<file path="config.mk">
export PLATFORM = sky130hd
export DESIGN_NAME = stopwatch_lap_timer
export DESIGN_NICKNAME = d
export VERILOG_FILES = /design/src/rtl/stopwatch_lap_timer.sv
export SDC_FILE = /design/constraint.sdc
export NUM_CORES = 1
export LEC_CHECK = 0
export BUFFER_PORTS_ARGS = -buffer_cell sky130_fd_sc_hd__buf_2
export CORE_MARGIN = 2
export CORE_UTILIZATION = 55
export CTS_BUF_LIST = sky130_fd_sc_hd__clkbuf_4
export CTS_CLUSTER_SIZE = 16
export DETAILED_ROUTE_END_ITERATION = 16
export MAX_ROUTING_LAYER = met4
export PLACE_DENSITY_LB_ADDON = 0.05
export SYNTH_ARGS = -nofsm -noshare
export SYNTH_HDL_FRONTEND = slang
export SYNTH_SLANG_ARGS = --single-unit
</file>
<file path="constraint.sdc">
create_clock -name clk -period 4.2 [get_ports clk]
set_input_delay 0.42 -clock clk [delete_from_list [all_inputs] [get_ports clk]]
set_output_delay 0.42 -clock clk [all_outputs]
set_load 0.02 [all_outputs]
</file>
<file path="src/rtl/stopwatch_lap_timer.sv">
`default_nettype none
// ============================================================================
// Module  : stopwatch_lap_timer
// Brief   : MM:SS.CC up/down stopwatch-timer with key debounce, lap buffer
//           and a registered BCD display output.
// Rev     : 1.0 - initial release
// ============================================================================
module stopwatch_lap_timer #(
  parameter int TICK_DIV  = 500000,
  parameter int DEBOUNCE  = 10000000,
  parameter int LAP_DEPTH = 4,
  parameter int LAP_AW    = 2
) (
  input  logic              clk,
  input  logic              reset,
  input  logic              key_start_pause,
  input  logic              key_lap,
  input  logic              key_clear,
  input  logic              mode_down,
  input  logic [23:0]       preload,
  input  logic              show_lap,
  input  logic [LAP_AW-1:0] lap_sel,
  output logic [23:0]       disp_bcd,
  output logic [LAP_AW:0]   lap_count,
  output logic              running,
  output logic              expired,
  output logic [3:0]        led
);

  localparam int              PW        = $clog2(TICK_DIV);
  localparam int              DW        = $clog2(DEBOUNCE + 1);
  localparam logic [PW-1:0]   TICK_LAST = PW'(TICK_DIV - 1);
  localparam logic [DW-1:0]   DEB_LAST  = DW'(DEBOUNCE - 1);
  localparam logic [DW-1:0]   DEB_MAX   = DW'(DEBOUNCE);
  localparam logic [LAP_AW:0] LAP_FULL  = (LAP_AW + 1)'(LAP_DEPTH);
  localparam logic [23:0]     BLANK     = 24'hBBBBBB;

  typedef enum logic [1:0] {
    IDLE    = 2'd0,
    RUN     = 2'd1,
    PAUSE   = 2'd2,
    EXPIRED = 2'd3
  } state_t;

  state_t        state, state_nxt;
  logic [23:0]   count, count_next, lap_view, disp_nxt;
  logic [PW-1:0] presc;
  logic          mode, tick, do_clear, lap_take;
  logic [2:0]    key_raw, press;
  logic          start_p, lap_p, clear_p;
  logic [23:0]   laps [LAP_DEPTH];

  // Digit index 3 is S1 (tens of seconds, 0..5); all other digits run 0..9.
  function automatic logic [23:0] bcd_step(input logic [23:0] v, input logic down);
    logic [23:0] r;
    logic        carry;
    logic [3:0]  d, lim;
    r     = v;
    carry = 1'b1;
    for (int i = 0; i < 6; i++) begin
      d   = v[i*4 +: 4];
      lim = (i == 3) ? 4'd5 : 4'd9;
      if (carry) begin
        if (down) begin
          if (d == 4'd0) r[i*4 +: 4] = lim;
          else begin
            r[i*4 +: 4] = d - 4'd1;
            carry       = 1'b0;
          end
        end else begin
          if (d >= lim) r[i*4 +: 4] = 4'd0;
          else begin
            r[i*4 +: 4] = d + 4'd1;
            carry       = 1'b0;
          end
        end
      end
    end
    return r;
  endfunction

  function automatic logic [23:0] bcd_clamp(input logic [23:0] v);
    logic [23:0] r;
    logic [3:0]  d, lim;
    r = v;
    for (int i = 0; i < 6; i++) begin
      d           = v[i*4 +: 4];
      lim         = (i == 3) ? 4'd5 : 4'd9;
      r[i*4 +: 4] = (d > lim) ? lim : d;
    end
    return r;
  endfunction

  assign key_raw = {key_clear, key_lap, key_start_pause};

  for (genvar k = 0; k < 3; k++) begin : g_debounce
    logic [DW-1:0] db_cnt;
    always_ff @(posedge clk) begin
      if (reset || key_raw[k]) db_cnt <= '0;
      else if (db_cnt != DEB_MAX) db_cnt <= db_cnt + 1'b1;
    end
    assign press[k] = !key_raw[k] && (db_cnt == DEB_LAST);
  end

  assign start_p = press[0];
  assign lap_p   = press[1];
  assign clear_p = press[2];

  always_comb begin
    tick       = (state == RUN) && (presc == TICK_LAST);
    count_next = bcd_step(count, mode);
    do_clear   = clear_p && (state != RUN);
    lap_take   = lap_p && (state == RUN) && (lap_count < LAP_FULL);
    state_nxt  = state;
    case (state)
      IDLE: begin
        if (!clear_p && start_p && !(mode && count == '0)) state_nxt = RUN;
      end
      RUN: begin
        // Expiry outranks a coincident pause request.
        if (tick && mode && count_next == '0) state_nxt = EXPIRED;
        else if (start_p)                     state_nxt = PAUSE;
      end
      PAUSE: begin
        if (clear_p)      state_nxt = IDLE;
        else if (start_p) state_nxt = RUN;
      end
      EXPIRED: begin
        if (clear_p) state_nxt = IDLE;
      end
      default: state_nxt = IDLE;
    endcase
  end

  always_ff @(posedge clk) begin
    if (reset) begin
      state     <= IDLE;
      count     <= '0;
      presc     <= '0;
      mode      <= mode_down;
      lap_count <= '0;
      disp_bcd  <= '0;
    end else begin
      state    <= state_nxt;
      disp_bcd <= disp_nxt;
      if (do_clear) begin
        mode      <= mode_down;
        count     <= mode_down ? bcd_clamp(preload) : 24'h000000;
        presc     <= '0;
        lap_count <= '0;
      end else begin
        if (state == RUN) presc <= tick ? '0 : presc + 1'b1;
        if (tick)         count <= count_next;
        if (lap_take)     lap_count <= lap_count + 1'b1;
      end
    end
  end

  // Laps store the pre-tick count, since count is only updated at this edge.
  always_ff @(posedge clk) begin
    if (reset) begin
      for (int i = 0; i < LAP_DEPTH; i++) laps[i] <= '0;
    end else if (lap_take) begin
      for (int i = 0; i < LAP_DEPTH; i++)
        if (lap_count == (LAP_AW + 1)'(i)) laps[i] <= count;
    end
  end

  always_comb begin
    lap_view = BLANK;
    for (int i = 0; i < LAP_DEPTH; i++)
      if (lap_sel == LAP_AW'(i) && (LAP_AW + 1)'(i) < lap_count) lap_view = laps[i];
    disp_nxt = show_lap ? lap_view : count;
  end

  assign running = (state == RUN);
  assign expired = (state == EXPIRED);
  assign led     = {mode, expired, (lap_count == LAP_FULL), running};

endmodule
`default_nettype wire

</file>
==> impl_metrics.ini <==
[layout]
area_growth_pct = 11.3
stdcell_area_sq_mm = 0.0135
nets = 1475
multi_input_area_sq_mm = 0.00583
n_fill_cell = 1961
regArea_sq_mm = 0.00580
fin_util = 0.621
drive_gt1_frac = 0.153

[synth]
synth_nets = 1404
netlist-cell-type-count = 81
synth_area_sq_mm = 0.0121
synthMuxAreaShare = 0.0119
synth_seq_cells = 241
synth.avg_cell_area_sq_um = 9.02
synth_compound_area_frac = 0.124
synth-async-reset-ratio = 0
yosysMostFrequentCell = nor2_1
synth_edf_count = 97
synth_top_family_by_area = simple AND/OR/NAND/NOR gates
netlist_instances = 1342
synth_top_area_cell = edfxtp_1
synthTopCellsByCount = nor2_1 (217), dfxtp_1 (144), edfxtp_1 (97)
yosys_warnings = 0
yosys.area_share.simple = 0.261
synthAdderAreaFrac = 0.0300
synth_top_flop_cell = dfxtp_1
synth_area_leaders = edfxtp_1 (24%), dfxtp_1 (24%), nor2_1 (6.7%)
ys_seq_area_frac = 0.479
synth_top_area_frac = 0.241
synth_xor_area_frac = 0.0536

[floorplan]
start_util = 0.558
dieArea_sq_mm = 0.0232
coreArea_sq_mm = 0.0217
die_h_microns = 152
io_pins = 66
die_w_microns = 152
fp-row-count = 54

[grt]
grt_pass1_vias = 9621
grt_antenna_before_repair = 1
grt_max_degree = 78
grt_pass1_wl_microns = 48800
track_usage = 0.266
grt_overflow = 0

[place]
gp_congestion = 0.942
dp_slack_ps = 997
hpwl_microns = 20100
portBuffers = 65
place_area_sq_mm = 0.0126

[clock_network]
htreeDepth = 3
tritoncts.num_buffers = 67
post_cts_buffers = 0
clockBufferDepth = 3
worstSkewPairLatency_ps = 650
post_cts_resized = 0
cts_tree = done
cts_num_sinks = 241
clk_pin_slew_ps = 60
cts_root_buffer = clkbuf_4
hold_buffers = 2

[power]
leakage_nw = 4.84
ir_drop_uv = 186
powerDensity_mw_per_mm2 = 363

[route]
highest_layer = met4
wl_met1_microns = 13900
routed_wl_microns = 30100
vias = 10200
drtPass1Iterations = 5
wl_met2_microns = 13500
drtIter0Drc = 875
wl_per_cell_microns = 17.3
via_per_inst = 5.86
drc = 0
wl_met3_microns = 2200
postRouteAntennaNets = 0

[setup_path]
cp_slowest_stage_delay_ps = 540
startpoint = count[0]
regToRegStartpoint = count[0]
endpoint_kind = flop
critPathKind = reg -> reg
worstPathCellList = inv_1 > ha_1 > or3b_4 > a21oi_4 > nor3b_4 > nand2_2 > mux2_2 > a2111oi_2 > nand4_1 > a211oi_2
cp_slowest_cell = dfxtp_1
critPathLaunchType = flop
cp.arrival_ps = 3830
critPathMaxFanout = 10
worst_ep_required_time_ps = 4760

[sta]
max_slew_margin = 0.316
rsz0062_at_grt = no
setup_slack_ps = 935
setup_viol = 0
tns_ps = 0
fmax_ghz = 0.306
final-hold-violation-count = 0
fin_crit_sh = 0.777
finalMaxSlewViolations = 0
worstMarginPinSlew_ps = 1020
clock_skew_ps = 37.9
fin_crit_ps = 3270

[min_path]
min_from = preload[1]
worstHoldPathType = in -> reg

[run_status]
status = finished, final reports clean

[job]
maxCapViolations = 0
sequential cells by signal (all words and copies together) (netlist names):
register           flops
count                 24
presc                 19
state                  2
lap_count              3
g_debounce.db_cnt     72
mode                   1
laps                  96
disp_bcd              24
cell type report:
class                           instances  area share
Antenna cell                            1    0.000186
Sequential cell                       241       0.430
Tap cell                              280      0.0260
Timing Repair Buffer                   85      0.0359
Multi-Input combinational cell        980       0.433
Clock buffer                          104      0.0580
Inverter                               38      0.0106
Clock inverter                         13     0.00641
stage by stage:
stage	power (W)	instances	hold slack [ps]
after floorplan	0.00271	1342	449
after global placement	0.00279	1622	460
after detailed placement	0.00279	1622	479
after CTS	0.00494	1741	0.558
after global routing	0.00509	1742	4.22
final	0.00489	1742	42.0
metal layers:
metal  global-route usage  up-vias
met5                    -        -
met4               0.0886        0
met3               0.0461       49
met2                0.399      369
met1                0.367     4776
li1                     -     5009
critical path, delay by kind of cell (launching register included):
kind                       cells  cell delay [ps]
DFF                            1              540
and+or+nand+nor                4             1200
muxes                          1              340
adders and majority gates      1              340
AOI/OAI and AO/OA              3              570
buffers and inverters          1              210
cells in the final DEF, fill, tap and decap left out, types with 19 or more instances in the layout:
cell | Yosys | routed
a21oi_1 | 82 | 82
and2_1 | 38 | 38
buf_2 | 7 | 64
buf_4 | 4 | 19
clkbuf_4 | 0 | 104
dfxtp_1 | 144 | 144
edfxtp_1 | 97 | 97
ha_1 | 29 | 29
inv_1 | 34 | 34
nand2_1 | 73 | 73
nand3_1 | 52 | 52
nand4_1 | 32 | 32
nor2_1 | 217 | 217
nor3_1 | 80 | 80
nor4_1 | 42 | 41
o21ai_0 | 41 | 41
o22ai_1 | 22 | 22
xor2_1 | 58 | 58
kinds of logic (layout without fill, tap and decap cells):
kind of cell | count (synthesis) | count (layout)
compound gates | 235 | 235
xor+xnor | 74 | 74
fa+ha+maj | 29 | 29
buf+inv | 121 | 240
flops | 241 | 241
mux | 14 | 14
other cells | 0 | 1
simple gates | 628 | 628
worst paths after layout:
| path | cells after the start | slack (ps) | endpoint |
|---|---|---|---|
| setup / recovery | 10 | 930 | state[1] |
| hold / removal | 3 | 40 | count[1] |
| hold reg to reg | 2 | 490 | presc[1] |
| setup reg to reg | 10 | 930 | state[1] |
power by group:
| part | internal (W) | total (W) | switching (W) | leakage (nW) |
|---|---|---|---|---|
| registers | 0.00249 | 0.00251 | 0.0000179 | 2.09 |
| logic | 0.0000721 | 0.000234 | 0.000162 | 2.24 |
| clock network | 0.00119 | 0.00214 | 0.000957 | 0.518 |
No activity file was read; power rests on OpenSTA's default activity.
